`src/rtl/grid_world_engine.sv`:
```
// Grid world simulator for the pipe-cleaning robot.
// Ports: clock/reset, map load (map_we/addr/wdata), start + init pose,
//   sensor bundle (sensors_valid/head/left/under/barrier), action
//   handshake (action_valid/front/turn/remove), pose, collision/done and
//   step/collision/removal counters.
module grid_world_engine #(
  parameter int ROWS          = 10,
  parameter int COLS          = 20,
  parameter int ROW_W         = 6,
  parameter int COL_W         = 6,
  parameter int ADDR_W        = 8,
  parameter int REMOVE_CYCLES = 3,
  parameter int CNT_W         = 16,
  parameter int MAX_STEPS     = 1000
) (
  input  logic              clock,
  input  logic              reset,
  input  logic              map_we,
  input  logic [ADDR_W-1:0] map_addr,
  input  logic [2:0]        map_wdata,
  input  logic              start,
  input  logic [ROW_W-1:0]  init_row,
  input  logic [COL_W-1:0]  init_col,
  input  logic [1:0]        init_orient,
  output logic              sensors_valid,
  output logic              head,
  output logic              left,
  output logic              under,
  output logic              barrier,
  input  logic              action_valid,
  input  logic              front,
  input  logic              turn,
  input  logic              remove,
  output logic [ROW_W-1:0]  robot_row,
  output logic [COL_W-1:0]  robot_col,
  output logic [1:0]        robot_orient,
  output logic              collision,
  output logic              done,
  output logic [CNT_W-1:0]  step_count,
  output logic [CNT_W-1:0]  collision_count,
  output logic [CNT_W-1:0]  removed_count
);

  localparam int CELLS = ROWS * COLS;
  localparam int RC_W  = $clog2(REMOVE_CYCLES + 1);

  localparam logic [2:0] S_IDLE  = 3'd0;
  localparam logic [2:0] S_SENSE = 3'd1;
  localparam logic [2:0] S_WAIT  = 3'd2;
  localparam logic [2:0] S_APPLY = 3'd3;
  localparam logic [2:0] S_DONE  = 3'd4;

  localparam logic [1:0] D_N = 2'b00;
  localparam logic [1:0] D_S = 2'b01;
  localparam logic [1:0] D_E = 2'b10;
  localparam logic [1:0] D_W = 2'b11;

  localparam logic [ROW_W-1:0]  R_ONE  = ROW_W'(1);
  localparam logic [ROW_W-1:0]  R_MAX  = ROW_W'(ROWS);
  localparam logic [COL_W-1:0]  C_ONE  = COL_W'(1);
  localparam logic [COL_W-1:0]  C_MAX  = COL_W'(COLS);
  localparam logic [ADDR_W-1:0] A_ONE  = ADDR_W'(1);
  localparam logic [ADDR_W-1:0] A_COLS = ADDR_W'(COLS);
  localparam logic [ADDR_W:0]   A_LIM  = (ADDR_W + 1)'(CELLS);
  localparam logic [RC_W-1:0]   RC_MAX = RC_W'(REMOVE_CYCLES);
  localparam logic [CNT_W-1:0]  S_LIM  = CNT_W'(MAX_STEPS);

  logic [2:0] map_mem [CELLS];

  logic [2:0]        state;
  logic [RC_W-1:0]   rm_cnt, rm_nxt;
  logic              act_front, act_turn, act_remove;
  logic              idle_like, clear_en;
  logic              ahead_off, left_off;
  logic [ROW_W-1:0]  ahead_r, left_r;
  logic [COL_W-1:0]  ahead_c, left_c;
  logic [ADDR_W-1:0] ahead_addr;
  logic [2:0]        ahead_cell, left_cell, here_cell;
  logic [CNT_W-1:0]  step_next;
  logic              mem_we;
  logic [ADDR_W-1:0] mem_addr;
  logic [2:0]        mem_data;

  function automatic logic [ADDR_W-1:0] addr_of(
    input logic [ROW_W-1:0] r,
    input logic [COL_W-1:0] c
  );
    return (ADDR_W'(r) - A_ONE) * A_COLS + ADDR_W'(c) - A_ONE;
  endfunction

  // Left of a heading equals the heading after a left turn.
  function automatic logic [1:0] left_of(input logic [1:0] d);
    unique case (d)
      D_N:     return D_W;
      D_W:     return D_S;
      D_S:     return D_E;
      default: return D_N;
    endcase
  endfunction

  // Neighbour in direction d; returns 1 when it lies off the map.
  function automatic logic nbr(
    input  logic [1:0]       d,
    input  logic [ROW_W-1:0] r,
    input  logic [COL_W-1:0] c,
    output logic [ROW_W-1:0] nr,
    output logic [COL_W-1:0] nc
  );
    logic off;
    nr = r;
    nc = c;
    unique case (d)
      D_N: begin off = (r == R_ONE); nr = r - R_ONE; end
      D_S: begin off = (r == R_MAX); nr = r + R_ONE; end
      D_E: begin off = (c == C_MAX); nc = c + C_ONE; end
      default: begin off = (c == C_ONE); nc = c - C_ONE; end
    endcase
    return off;
  endfunction

  function automatic logic [CNT_W-1:0] sat_inc(input logic [CNT_W-1:0] v);
    return (&v) ? v : v + CNT_W'(1);
  endfunction

  always_comb begin
    ahead_r    = robot_row;
    ahead_c    = robot_col;
    left_r     = robot_row;
    left_c     = robot_col;
    ahead_off  = nbr(robot_orient, robot_row, robot_col,
                     ahead_r, ahead_c);
    left_off   = nbr(left_of(robot_orient), robot_row, robot_col,
                     left_r, left_c);
    ahead_addr = addr_of(ahead_r, ahead_c);
    ahead_cell = ahead_off ? 3'd0 : map_mem[ahead_addr];
    left_cell  = left_off ? 3'd0 : map_mem[addr_of(left_r, left_c)];
    here_cell  = map_mem[addr_of(robot_row, robot_col)];
  end

  assign idle_like = (state == S_IDLE) || (state == S_DONE);
  assign rm_nxt    = rm_cnt + RC_W'(1);
  assign step_next = sat_inc(step_count);
  // Barrier is the registered view of the cell ahead; the map only
  // changes during a run through this clear path.
  assign clear_en  = (state == S_APPLY) && !act_front && !act_turn &&
                     act_remove && barrier && (rm_nxt == RC_MAX);

  always_comb begin
    mem_we   = 1'b0;
    mem_addr = map_addr;
    mem_data = map_wdata;
    if (clear_en) begin
      mem_we   = 1'b1;
      mem_addr = ahead_addr;
      mem_data = 3'd0;
    end else if (idle_like && map_we && ({1'b0, map_addr} < A_LIM)) begin
      mem_we = 1'b1;
    end
  end

  always_ff @(posedge clock) begin
    if (mem_we) map_mem[mem_addr] <= mem_data;
  end

  always_ff @(posedge clock or posedge reset) begin
    if (reset) begin
      state           <= S_IDLE;
      sensors_valid   <= 1'b0;
      head            <= 1'b0;
      left            <= 1'b0;
      under           <= 1'b0;
      barrier         <= 1'b0;
      robot_row       <= R_ONE;
      robot_col       <= C_ONE;
      robot_orient    <= D_N;
      collision       <= 1'b0;
      done            <= 1'b0;
      step_count      <= '0;
      collision_count <= '0;
      removed_count   <= '0;
      rm_cnt          <= '0;
      act_front       <= 1'b0;
      act_turn        <= 1'b0;
      act_remove      <= 1'b0;
    end else begin
      collision <= 1'b0;
      case (state)
        S_IDLE, S_DONE: begin
          if (start) begin
            robot_row       <= init_row;
            robot_col       <= init_col;
            robot_orient    <= init_orient;
            step_count      <= '0;
            collision_count <= '0;
            removed_count   <= '0;
            rm_cnt          <= '0;
            done            <= 1'b0;
            state           <= S_SENSE;
          end
        end
        S_SENSE: begin
          head    <= ahead_off || (ahead_cell == 3'd1);
          barrier <= !ahead_off && (ahead_cell == 3'd2);
          left    <= left_off || (left_cell == 3'd1);
          under   <= (here_cell == 3'd7);
          state   <= S_WAIT;
        end
        S_WAIT: begin
          // Valid rises one cycle into WAIT so it lands three cycles
          // after the accepting edge.
          if (sensors_valid && action_valid) begin
            act_front     <= front;
            act_turn      <= turn;
            act_remove    <= remove;
            sensors_valid <= 1'b0;
            state         <= S_APPLY;
          end else begin
            sensors_valid <= 1'b1;
          end
        end
        S_APPLY: begin
          if (act_front) begin
            rm_cnt <= '0;
            if (!head && !barrier) begin
              robot_row <= ahead_r;
              robot_col <= ahead_c;
            end else begin
              collision       <= 1'b1;
              collision_count <= sat_inc(collision_count);
            end
          end else if (act_turn) begin
            rm_cnt       <= '0;
            robot_orient <= left_of(robot_orient);
          end else if (act_remove) begin
            if (!barrier) begin
              rm_cnt <= '0;
            end else if (rm_nxt == RC_MAX) begin
              rm_cnt        <= '0;
              removed_count <= sat_inc(removed_count);
            end else begin
              rm_cnt <= rm_nxt;
            end
          end else begin
            rm_cnt <= '0;
          end
          step_count <= step_next;
          if ((MAX_STEPS != 0) && (step_next >= S_LIM)) begin
            done  <= 1'b1;
            state <= S_DONE;
          end else begin
            state <= S_SENSE;
          end
        end
        default: state <= S_IDLE;
      endcase
    end
  end

endmodule

```
`config.mk`:
```
export PLATFORM = sky130hd
export DESIGN_NAME = grid_world_engine
export DESIGN_NICKNAME = d
export VERILOG_FILES = /design/src/rtl/grid_world_engine.sv
export SDC_FILE = /design/constraint.sdc
export NUM_CORES = 2
export LEC_CHECK = 0
export CORE_MARGIN = 4
export CORE_UTILIZATION = 35
export DETAILED_ROUTE_END_ITERATION = 8
export PLACE_DENSITY = 0.51
export RECOVER_POWER = 25
export SETUP_SLACK_MARGIN = 0.2
export SLEW_MARGIN = 20
export SYNTH_ARGS = -nofsm -noshare
export SYNTH_HDL_FRONTEND = slang
export SYNTH_SLANG_ARGS = --single-unit
```
`constraint.sdc`:
```
create_clock -name clock -period 11.6 [get_ports clock]
set_input_delay 2.32 -clock clock [delete_from_list [all_inputs] [get_ports clock]]
set_output_delay 2.32 -clock clock [all_outputs]
set_load 0.01 [all_outputs]
```
==> run summary <==
The flow ran to the end, but the final reports show violations. The final reports fail on capacitance limit, slew limit. Entering global routing, the biggest net connects 113 pins. The finished layout holds 4,941 standard cells, fillers aside. The first detailed-routing pass ran for 6 iterations. The floorplan has 121 rows. By area the synthesized netlist is led by edfxtp_1 47%, mux4_2 9.4%, dfrtp_1 4.9%. Timing would allow up to 110.4 MHz. The XOR/XNOR share of the synthesized area was 0.01891. The number of CTS-inserted buffers was 75. The post-synthesis share of cell area spent on full adders, half adders and majority gates is 0.02265, and the cell count after placement is 4,801. The class of the most critical setup path is reg2reg. Counting every instance in the synthesized netlist gives 3,459. The async set-or-reset flop fraction in the synthesized netlist is 0.1137. Setup repair after global routing left no endpoint under its margin. The clock net in this run drives a total of 677 sinks. The detailed router's first-iteration violation count was 4,061.

The run gives 83 as the post-synthesis cell type count. Startpoint of the worst hold path: sensors_valid. Endpoint of the lowest-slack register-to-register path: map_mem[178][2]. The worst hold path cell count is 2. The post-route core utilization is 0.3977, and the remaining global-route overflow is 0.

The longest clock path from root to sink contains 3 buffers. The min-delay analysis places its worst path in the category reg2reg. The die covers 115,200 um2. The tools report the clock root buffer as clkbuf_16. The run gives 40,900 um2 as the cell area after placement. The remaining antenna violation count was 0; the final critical path time including I/O delays and setup was 9054 ps. The number of remaining DRC errors came out at 0. From left edge to right edge, the die measures 339.4 um.

The commonest cells after synthesis are 600 x edfxtp_1, 444 x nand2_1, 410 x nor2_1, 200 x nand3_1, 160 x mux4_2. The setup check on the worst reg-to-reg path leaves a slack of 2550 ps. Fraction of the cycle the final worst path needs: 0.7805. The area fraction in compound gates after synthesis is 0.1111. Starting utilization of the core area: 0.3527.

The netlist area before placement came out at 38,440 um2. The share of synthesized area spent on multiplexers came out at 0.1232. In this run, synthesis produced a sequential element count of 677. For this run, the number of Yosys warnings is 0. Floorplan core area: 109,000 um2. After synthesis, the largest family of logic cells by area is simple AND/OR/NAND/NOR gates. Dividing the detail-routed wire length by the instance count gives 31.12 um.

Along the worst path, the maximum fanout reaches 63. The final net count is 3,563. The first global-routing pass estimated 220,300 um of wire. The worst setup path is captured at a register. The number of H-tree levels came out at 3. Data on the critical path is required at its endpoint by 11,610 ps.

The path with the worst hold slack has its endpoint at sensors_valid. The cell taking the most area after synthesis was edfxtp_1. In this run, post-CTS hold repair placed 0 buffers.

The pin slew with the least headroom to its limit came out at 4536 ps. The proportion of layout cells with a drive suffix above 1 is 0.1160. The share of the synthesized area in the top cell type was 0.4687; the number of cell instances on the worst register-to-register path was 5.

The number of global-route vias before repair was 30.34k; the max-capacitance violation count was 8. Clock-pin slew was measured on the worst setup and hold paths at 60 ps. Yosys instantiated no cell more often than edfxtp_1. STA puts the critical path data arrival time at 9060 ps.

In the synthesized netlist the dominant register cell turns out to be edfxtp_1. The setup total negative slack was 0 ps; the final wirelength was 153,800 um. The relative area change from synthesis to final layout was 12.76%.

TritonCTS built the clock tree. With fillers left out, the area of the finished cells amounts to 43,350 um2. The simple-gate area share of the yosys netlist works out to 0.1667. The logs give 0 for the number of resized instances in the post-cts repair step and 6 for the number of antenna violations at the first check in global routing. The detail-routed via count per cell came out at 6.333. A synthesized cell averages 11.11 um2. In this run, synthesis inferred 600 flip-flops with an integrated enable. When the netlist entered floorplanning its net count stood at 3,558. 102 I/O pins were placed. The number of slew-limit violations in the final report is 432.

The startpoint identified for the worst register-to-register timing path is state[0]. Final-report setup violation count: 0. The insertion delay to the later sink of the worst-skew pair is 660 ps. The clock arrives with 25.25 ps of skew. The relative max-transition margin came out at -2.024.

Die span in y: 339.4 um. The number of failing hold endpoints at the final stage was 0. Summing all multi-input logic gate instances after layout gives 17,230 um2. The final route contains 31.29k vias.

The number of I/O port buffers works out to 101. STA classifies the critical path startpoint as a register. The sequential cells in the finished layout cover a total of 19,950 um2. The HPWL after detailed placement was 100,000 um. The post-CTS setup-driven buffer insertion count is 0, and the register area share after synthesis is 0.5188.

The congestion estimate from routability-driven global placement came to 0.9331. The layout has 10.51k filler cells. The run gives 0.2597 as the total routing resource utilization after global routing.
## logic make-up (layout without fill, tap and decap cells)
| kind of cell | Yosys count | in the layout |
|---|---|---|
| and+or+nand+nor | 1413 | 1413 |
| xor gates and xnor gates | 79 | 79 |
| muxes | 271 | 271 |
| DFF | 677 | 677 |
| adders and majority gates | 66 | 66 |
| AOI/OAI and AO/OA | 621 | 621 |
| buffers and inverters | 332 | 398 |
| other | 0 | 2 |
## area by class of cell
| class | count | area share |
|---|---|---|
| flip-flops and latches | 677 | 0.4602 |
| clock inverters | 45 | 0.01048 |
| clock buffers | 93 | 0.04655 |
| well taps | 1414 | 0.04081 |
| inverters | 82 | 0.007533 |
| repair buffers | 178 | 0.03689 |
| multi-input cells | 2450 | 0.3974 |
| diodes | 2 | 0.0001154 |
## how the worst max path moves through the flow
| stage | from | end | slack (ps) | cells past startpoint |
|---|---|---|---|---|
| 6_report | state[0] | map_mem[178][2] | 2550 | 5 |
| 5_1_grt | state[0] | map_mem[190][2] | 1890 | 5 |
| 4_1_cts | robot_orient[0] | barrier | 3650 | 16 |
| 3_5_place_dp | robot_orient[0] | barrier | 3670 | 16 |
| 3_3_place_gp | robot_orient[0] | barrier | 3280 | 16 |
| 2_1_floorplan | robot_col[0] | left | 5750 | 23 |
## worst max-delay path: stages, from the launching register on
cell and delay, ps:
dfrtp_1 470, nand3b_1 120, clkbuf_1 1420, or4_1 970
and2_0 3000, clkbuf_1 2330
## cell usage in the layout (no fill, tap or decap), drive strengths merged, types with 14 or more instances in the layout
cell type	instances
a221oi	19
a21oi	94
mux2i	93
a32oi	26
nor2b	14
xor2	32
and3	28
mux2	18
ha	60
inv	82
mux4	160
buf	71
clkbuf	99
and2	14
a2111oi	14
edfxtp	600
xnor2	45
nand4	66
clkinv	30
o31ai	14
nor4	21
a211oi	37
nor2	410
o2111ai	16
nor3	114
dfrtp	75
nand3	200
nand2b	22
or3	20
nor3b	17
a31oi	47
nand3b	19
o211ai	44
o21ai	155
a311oi	22
nand2	444
clkdlybuf4s50	96
o311ai	14
## flip-flops by register name (all words and copies together) (netlist names), 2 cells and up
register / flops
robot_col: 6
robot_orient: 2
state: 3
robot_row: 6
rm_cnt: 2
map_mem: 600
step_count: 16
collision_count: 16
removed_count: 16
## stage by stage
step / setup slack, ps / hold WS (ps)
after detailed placement: 3668 / 515.1
after floorplan: 5754 / 461.6
after global routing: 1890 / 544.7
after CTS: 3649 / 527.4
final: 2546 / 522.2
after global placement: 3282 / 504.0
## per-layer routing
metal	part of all wire	routed length, um	GRT usage	up-vias
li1	-	-	-	13240
met1	0.40	60950	0.3476	15580
met2	0.43	66840	0.3910	2000
met3	0.11	17280	0.07130	473
met4	0.057	8692	0.1240	2
met5	0.000085	13	0	-
Power is not shown: default switching activity piles up to over one toggle a cycle in this logic, so the estimate is an artifact.
